===== src/rtl/traffic_light_monitor.sv =====
// Passive checker for the RED/GREEN/YELLOW lights bus.
// Optional err_clr port: define TLM_ERR_CLEAR_EN.
module traffic_light_monitor #(
  parameter int RED_CYC    = 8,
  parameter int GREEN_CYC  = 6,
  parameter int YELLOW_CYC = 2,
  parameter int CNT_W      = 8,
  parameter int CYC_W      = 16
) (
  input  logic             clk,
  input  logic             reset,
`ifdef TLM_ERR_CLEAR_EN
  input  logic             err_clr,
`endif
  input  logic [2:0]       lights,
  output logic [1:0]       phase,
  output logic [CNT_W-1:0] phase_cnt,
  output logic [CYC_W-1:0] cycle_cnt,
  output logic             err_illegal,
  output logic             err_seq,
  output logic             err_timing,
  output logic             err_any
);

  typedef enum logic [1:0] {
    SYNC   = 2'd0,
    RED    = 2'd1,
    GREEN  = 2'd2,
    YELLOW = 2'd3
  } phase_t;

  localparam logic [2:0] C_RED = 3'b100;
  localparam logic [2:0] C_YEL = 3'b010;
  localparam logic [2:0] C_GRN = 3'b001;

  localparam logic [CNT_W-1:0] CNT_MAX = '1;
  localparam logic [CNT_W-1:0] RED_N   = CNT_W'(RED_CYC);
  localparam logic [CNT_W-1:0] GRN_N   = CNT_W'(GREEN_CYC);
  localparam logic [CNT_W-1:0] YEL_N   = CNT_W'(YELLOW_CYC);

  phase_t           st, st_n, code_ph, succ;
  logic [2:0]       lights_d;
  logic [CNT_W-1:0] cnt_n, req;
  logic [CYC_W-1:0] cyc_n;
  logic             ill_n, seq_n, tim_n;
  logic             primed;
  logic             changed;
  logic             clr;

`ifdef TLM_ERR_CLEAR_EN
  assign clr = err_clr;
`else
  assign clr = 1'b0;
`endif

  assign phase   = st;
  assign changed = (lights != lights_d);

  // Decode the bus; anything not one-hot maps to SYNC.
  always_comb begin
    code_ph = SYNC;
    unique case (1'b1)
      (lights == C_RED): code_ph = RED;
      (lights == C_GRN): code_ph = GREEN;
      (lights == C_YEL): code_ph = YELLOW;
      default:           code_ph = SYNC;
    endcase
  end

  // Required length and legal successor of the current phase.
  always_comb begin
    req  = CNT_MAX;
    succ = SYNC;
    unique case (st)
      RED:    begin req = RED_N; succ = GREEN;  end
      GREEN:  begin req = GRN_N; succ = YELLOW; end
      YELLOW: begin req = YEL_N; succ = RED;    end
      default: begin req = CNT_MAX; succ = SYNC; end
    endcase
  end

  // Next phase, counters and flags; clear loses to a new error.
  always_comb begin
    st_n  = st;
    cyc_n = cycle_cnt;
    ill_n = err_illegal & ~clr;
    seq_n = err_seq & ~clr;
    tim_n = err_timing & ~clr;
    if (changed)
      cnt_n = CNT_W'(1);
    else if (phase_cnt == CNT_MAX)
      cnt_n = phase_cnt;
    else
      cnt_n = phase_cnt + CNT_W'(1);
    if (code_ph == SYNC)
      ill_n = 1'b1;
    // First edge after reset only captures the bus: that phase is partial.
    if (!primed) begin
      st_n = SYNC;
    end else if (changed) begin
      if (st == SYNC) begin
        st_n = code_ph;
      end else begin
        if (phase_cnt != req)
          tim_n = 1'b1;
        st_n = code_ph;
        if (code_ph != SYNC) begin
          if (code_ph != succ)
            seq_n = 1'b1;
          else if (st == YELLOW)
            cyc_n = cycle_cnt + CYC_W'(1);
        end
      end
    end
  end

  // State, counter and sticky-flag registers.
  always_ff @(posedge clk or negedge reset) begin
    if (!reset) begin
      st          <= SYNC;
      lights_d    <= 3'b000;
      primed      <= 1'b0;
      phase_cnt   <= '0;
      cycle_cnt   <= '0;
      err_illegal <= 1'b0;
      err_seq     <= 1'b0;
      err_timing  <= 1'b0;
      err_any     <= 1'b0;
    end else begin
      st          <= st_n;
      lights_d    <= lights;
      primed      <= 1'b1;
      phase_cnt   <= cnt_n;
      cycle_cnt   <= cyc_n;
      err_illegal <= ill_n;
      err_seq     <= seq_n;
      err_timing  <= tim_n;
      err_any     <= ill_n | seq_n | tim_n;
    end
  end

endmodule


===== config.mk =====
export PLATFORM = sky130hd
export DESIGN_NAME = traffic_light_monitor
export DESIGN_NICKNAME = d
export VERILOG_FILES = /design/src/rtl/traffic_light_monitor.sv
export SDC_FILE = /design/constraint.sdc
export NUM_CORES = 1
export LEC_CHECK = 0
export CORE_MARGIN = 1
export CORE_UTILIZATION = 46
export DETAILED_ROUTE_END_ITERATION = 8
export PLACE_DENSITY = 0.78
export SETUP_SLACK_MARGIN = 0.4
export SLEW_MARGIN = 20
export SYNTH_ARGS = -nofsm -noshare
export SYNTH_HDL_FRONTEND = slang
export SYNTH_SLANG_ARGS = --single-unit

===== constraint.sdc =====
create_clock -name clk -period 1.8 [get_ports clk]
set_input_delay 0.54 -clock clk [delete_from_list [all_inputs] [get_ports clk]]
set_output_delay 0.54 -clock clk [all_outputs]
set_load 0.01 [all_outputs]

==> flow_summary.yaml <==
run_status:
  status: "completed"
timing:
  fin_worst_skew_ps: 6.94
  finalSetupTns_ps: 0
  setup_viol: 0
  fmax_mhz: 557
  rsz0062_at_grt: "yes"
  finalCritPeriodShare: 0.997
  slew_violations: 0
  final_hold_viol_count: 0
  fin_crit_ps: 1800
  hold_ws_ps: 471
floorplanning:
  die_area_mm2: 0.00420
  coreArea_mm2: 0.00372
  die_h_um: 64.8
  ios: 35
  row_count: 22
  initial_core_util: 0.488
  die_w_um: 64.8
worst_setup_path:
  rrSetupSlack_ps: 5
  end_kind: "flip-flop"
  crit_chain: "inv_2 -> ha_4 -> nor3b_4 -> o21ai_2 -> or3_4 -> mux2_4"
  cp.arrival_ps: 1960
  slowest_delay_ps: 420
  cp-start-kind: "flip-flop"
  required_ps: 1970
  path_max_fanout: 3
  cp_slowest_cell: "dfrtp_2"
  crit_type: "reg -> reg"
drt:
  vias_per_cell: 5.57
  post_drt_wl_per_cell_um: 16.9
  vias: 1699
  post-route-drc-count: 0
  postRouteAntennaNets: 0
  drt_iter0_markers: 125
  drt-total-wl_mm: 5.15
  dr.pass1.iters: 4
placed_design:
  port_buffers: 34
  hpwl_mm: 2.99
  postPlaceCellArea_mm2: 0.00244
  gp_congestion: 0.852
power:
  power.leakage_nw: 1.35
  p_per_area_mw_per_mm2: 581
  design_power_total_w: 0.00167
  ir_drop_mv: 0.633
synth:
  netlist_instances: 173
  ys_top_cells_by_count: "34 x dfrtp_1, 19 x xor2_1, 10 x nor2_1"
  postSynth.asyncResetShare: 1.00
  synth_warnings: 0
  synth_edf_count: 0
  synth_seq_cells: 34
  syn-num-nets: 184
  yosys.area.top_type: "dfrtp_1"
  synth_area_per_cell_um2: 10.5
  synth_cell_types: 46
  synth_top_area_share: 0.469
  post-synth-top-count-cell: "dfrtp_1"
  synth_area_leaders: "dfrtp_1 47%, xor2_1 9.2%, ha_1 4.1%, nor4_1 3.1%, nor3_1 2.5%"
  netlist_area_mm2: 0.00181
  yosysSeqAreaShare: 0.469
  synth_top_flop_cell: "dfrtp_1"
flow_run:
  max-cap-violations: 0
layout:
  fin_nets: 267
  final_area_mm2: 0.00287
  drive_above_1_share: 0.572
  final_core_utilization: 0.772
  diodes: 0
  area_growth_pct: 58.2
cts:
  clock-sinks: 34
  cts_made_buffers: 5
  hold_buffers: 0
  clockBufferDepth: 2
  h-tree-depth: 2
  clk_latency_ps: 290
  cts_root_buffer: "clkbuf_8"
  cts_tree: "yes"
  clkSlewWorstSetupHoldPaths_ps: 60
worst_hold_path:
  hold_class: "reg -> reg"
global_routing:
  antenna_found_initial: 0
  grt_overflow: 0
  grt_usage: 0.258
  grt_start_max_net_pins: 35
  grt_pass1_wl_mm: 8.19
  grt_pass1_vias: 1719
[metal layers]
| layer | part of all wire | vias up | track usage | wire length, um |
|---|---|---|---|---|
| met1 | 0.41 | 855 | 0.315 | 2130 |
| li1 | - | 779 | - | - |
| met5 | 0 | - | 0 | 0 |
| met2 | 0.53 | 58 | 0.439 | 2720 |
| met4 | 0.010 | 0 | 0.0972 | 52 |
| met3 | 0.047 | 7 | 0.0599 | 240 |
[report_power, final]
part           switching, W  internal (W)
registers         0.0000151      0.000785
clock network      0.000275      0.000308
logic              0.000148      0.000135
total              0.000438       0.00123
[path summary, 6_finish.rpt]
kind,start,endpoint,cells after the start
worst max register to register,phase[0],cycle_cnt[1],6
worst max-delay path,phase[0],cycle_cnt[1],6
min in group asynchronous,reset,phase_cnt[3],2
max in group asynchronous,reset,phase[0],2
worst min register to register,cycle_cnt[15],cycle_cnt[15],1
worst min-delay path,cycle_cnt[15],cycle_cnt[15],1
[cells in the final DEF, fill, tap and decap left out, types with 7 or more instances in the layout]
cell type	Yosys	routed
buf_4	1	41
buf_2	2	28
xor2_1	19	17
nand2_1	8	7
dfrtp_1	34	28
buf_6	2	10
nand4_1	7	7
[flip-flops by register name (all words and copies together), names as in the netlist]
register	flops
err_seq	1
primed	1
err_illegal	1
err_timing	1
cycle_cnt	16
phase_cnt	8
lights_d	3
err_any	1
phase	2
[area by class of cell]
type                    instances  area, um^2
multi-input cells             129        1230
flip-flops and latches         34         858
fillers                       228         848
repair buffers                 83         621
clock buffers                   7        86.3
well taps                      48        60.1
inverters                       3        11.3
clock inverters                 1        5.00
[cell families (layout without fill, tap and decap cells)]
family,count (synthesis),after routing,share of synthesized area
xor gates and xnor gates,25,25,0.129
buffers and inverters,10,94,0.0324
and+or+nand+nor,77,77,0.246
AOI/OAI and AO/OA,18,18,0.0683
DFF,34,34,0.469
other,1,1,0.00207
adders and majority gates,6,6,0.0414
muxes,2,2,0.0117
[critical path, delay by kind of cell, from the launching register on]
kind,cells,cell delay [ps]
adders and majority gates,1,220
buffers and inverters,1,80
AOI/OAI and AO/OA,1,90
and+or+nand+nor,2,570
muxes,1,310
DFF,1,420
[per-stage QoR]
stage               setup slack, ps  std cells
finish                         4.69        305
global route                  -55.7        305
detailed placement             -502        270
CTS                            30.7        302
global placement               -434        270
floorplan                     -46.4        173
[what timing repair did]
| action | in CTS | in global routing |
|---|---|---|
| endpoints found under the setup margin | 60 | 36 |
| pin swaps | 13 | 12 |
| setup buffers | 24 | 3 |
| resized for setup | 172 | 24 |
(Power assumes the default switching activity.)
==> variant (config.mk and constraints unchanged) <==
Register the input `lights` before use, with the module's reset. The logic sees it one clock later.
--- a/src/rtl/traffic_light_monitor.sv
+++ b/src/rtl/traffic_light_monitor.sv
@@ -39,4 +39,14 @@
   localparam logic [CNT_W-1:0] YEL_N   = CNT_W'(YELLOW_CYC);
 
+  logic [2:0] lights_q;
+
+  always_ff @(posedge clk or negedge reset) begin
+    if (!reset) begin
+      lights_q <= '0;
+    end else begin
+      lights_q <= lights;
+    end
+  end
+
   phase_t           st, st_n, code_ph, succ;
   logic [2:0]       lights_d;
@@ -55,5 +65,5 @@
 
   assign phase   = st;
-  assign changed = (lights != lights_d);
+  assign changed = (lights_q != lights_d);
 
   // Decode the bus; anything not one-hot maps to SYNC.
@@ -61,7 +71,7 @@
     code_ph = SYNC;
     unique case (1'b1)
-      (lights == C_RED): code_ph = RED;
-      (lights == C_GRN): code_ph = GREEN;
-      (lights == C_YEL): code_ph = YELLOW;
+      (lights_q == C_RED): code_ph = RED;
+      (lights_q == C_GRN): code_ph = GREEN;
+      (lights_q == C_YEL): code_ph = YELLOW;
       default:           code_ph = SYNC;
     endcase
@@ -129,5 +139,5 @@
     end else begin
       st          <= st_n;
-      lights_d    <= lights;
+      lights_d    <= lights_q;
       primed      <= 1'b1;
       phase_cnt   <= cnt_n;
Behaviour: not the same (a bounded check fails within 4 cycles, from zero or initial values and one cycle with reset low).
==> variant against the original RTL <==
The flow now finishes with violations (setup timing). Clock skew decreased by 1.9 ps. Die area up 7.4%. Global-route usage shrank 2.4 points. Worst setup slack got worse by 340 ps. Routed wire length decreased by 6.7%. Sequential cell count is 3 higher. Design area is 4.7% higher. Power grew 8.1%. Non-clock buffer count rose by 11. Synthesized area grew 7.7%.
==> variant: results (changes against the original RTL) <==
* Post-route worst setup slack at -331.7 ps (-336.4 ps)
* Failing checks: setup timing
* Endpoints failing setup at 19 (+19)
* CP endpoint: cycle_cnt[12]
* Hold WC Path Type: input port to asynchronous set/reset pin
* Via Count at 1698 (-0.059%)
* Hold slack final at 286.1 ps (-185.3 ps)
* Fill cells at 286 (+25%)
* Final Skew at 5.055 ps (-1.881 ps)
* Max VDD drop at 552.4 uV (-13%)
* Dominant cells by area after synthesis: dfrtp_1, xor2_1, xnor2_1
* DRT Wirelength at 4799 um (-6.7%)
* DP Area at 2540 um2 (+4.1%)
* Seq pwr share at 49.1% (+1.1 points)
* Gp weighted congestion at 0.7765 (-8.9%)
* Total GRT Usage at 23.43% (-2.4 points)
* Switch share at 24.70% (-1.6 points)
* Status: finished with violations
* Syn_nets at 191 (+3.8%)
* Worst R2R Start: phase[1]
* DP Worst Slack at -393.4 ps (+108.3 ps)
* Count of unique library cells instantiated by Yosys at 44 (-4.3%)
* Global-route wire length before repair at 7714 um (-5.8%)
* Sequential area share after synthesis at 47.44% (+0.51 points)
* Worst Path Arrival at 2340 ps (+380 ps)
* DR iter-0 viols at 57 (-54%)
variant: cell count changes after synthesis, moves of 5 or more:
cell,before,now
nor4_1,9,1
xnor2_1,4,12
inv_1,3,8
nor3_1,9,4
nor4_2,0,5
xor2_1,19,14
variant: per-layer routing:
layer	track usage, %	vias to the layer above	routed length, um
met1	28.20	831	1984
met2	41.00	42	2599
met5	0	-	0
li1	-	819	-
met3	5.912	6	158
met4	6.915	0	56
variant: area by class of cell:
class                      instances  area share [%]
tap                               50           2.083
multi-input combinational        129           36.54
sequential                        37           31.08
clock inverter                     1          0.1667
timing repair buffer              94           25.92
clock buffer                       7           3.208
inverter                           8           1.000
variant: metrics by stage:
step	setup TNS (ps)	cells	utilization, %
3_3_place_gp	-3028	287	63.04
4_1_cts	-4015	322	72.39
6_report	-4221	326	74.53
3_5_place_dp	-4422	287	63.04
5_1_grt	-5966	326	74.53
2_1_floorplan	-4210	180	-
variant: cells by family (layout without fill, tap and decap cells):
logic type      Yosys count  count (layout)  synth area share, %
simple gates             73              73                24.17
other cells               1               1               0.1921
xor+xnor                 26              26                11.67
flops                    37              37                47.44
fa+ha+maj                 6               6                3.846
buf+inv                  14             110                4.423
mux                       2               2                1.282
compound gates           21              21                6.987
variant: what timing repair did:
| item | 4_1_cts | 5_1_grt |
|---|---|---|
| buffers inserted | 27 | 4 |
| pin swaps | 10 | 8 |
| gates resized for setup | 161 | 13 |
| endpoints found under the setup margin | 59 | 45 |
| endpoints found under the hold margin | 0 | 0 |
variant: worst max-delay path: stages (launching register included):
cell,delay (ps)
dfrtp_2,430
inv_2,80
ha_4,210
nor3b_2,160
o2111ai_1,140
or4_4,450
buf_12,180
nor4_4,230
xor2_1,190
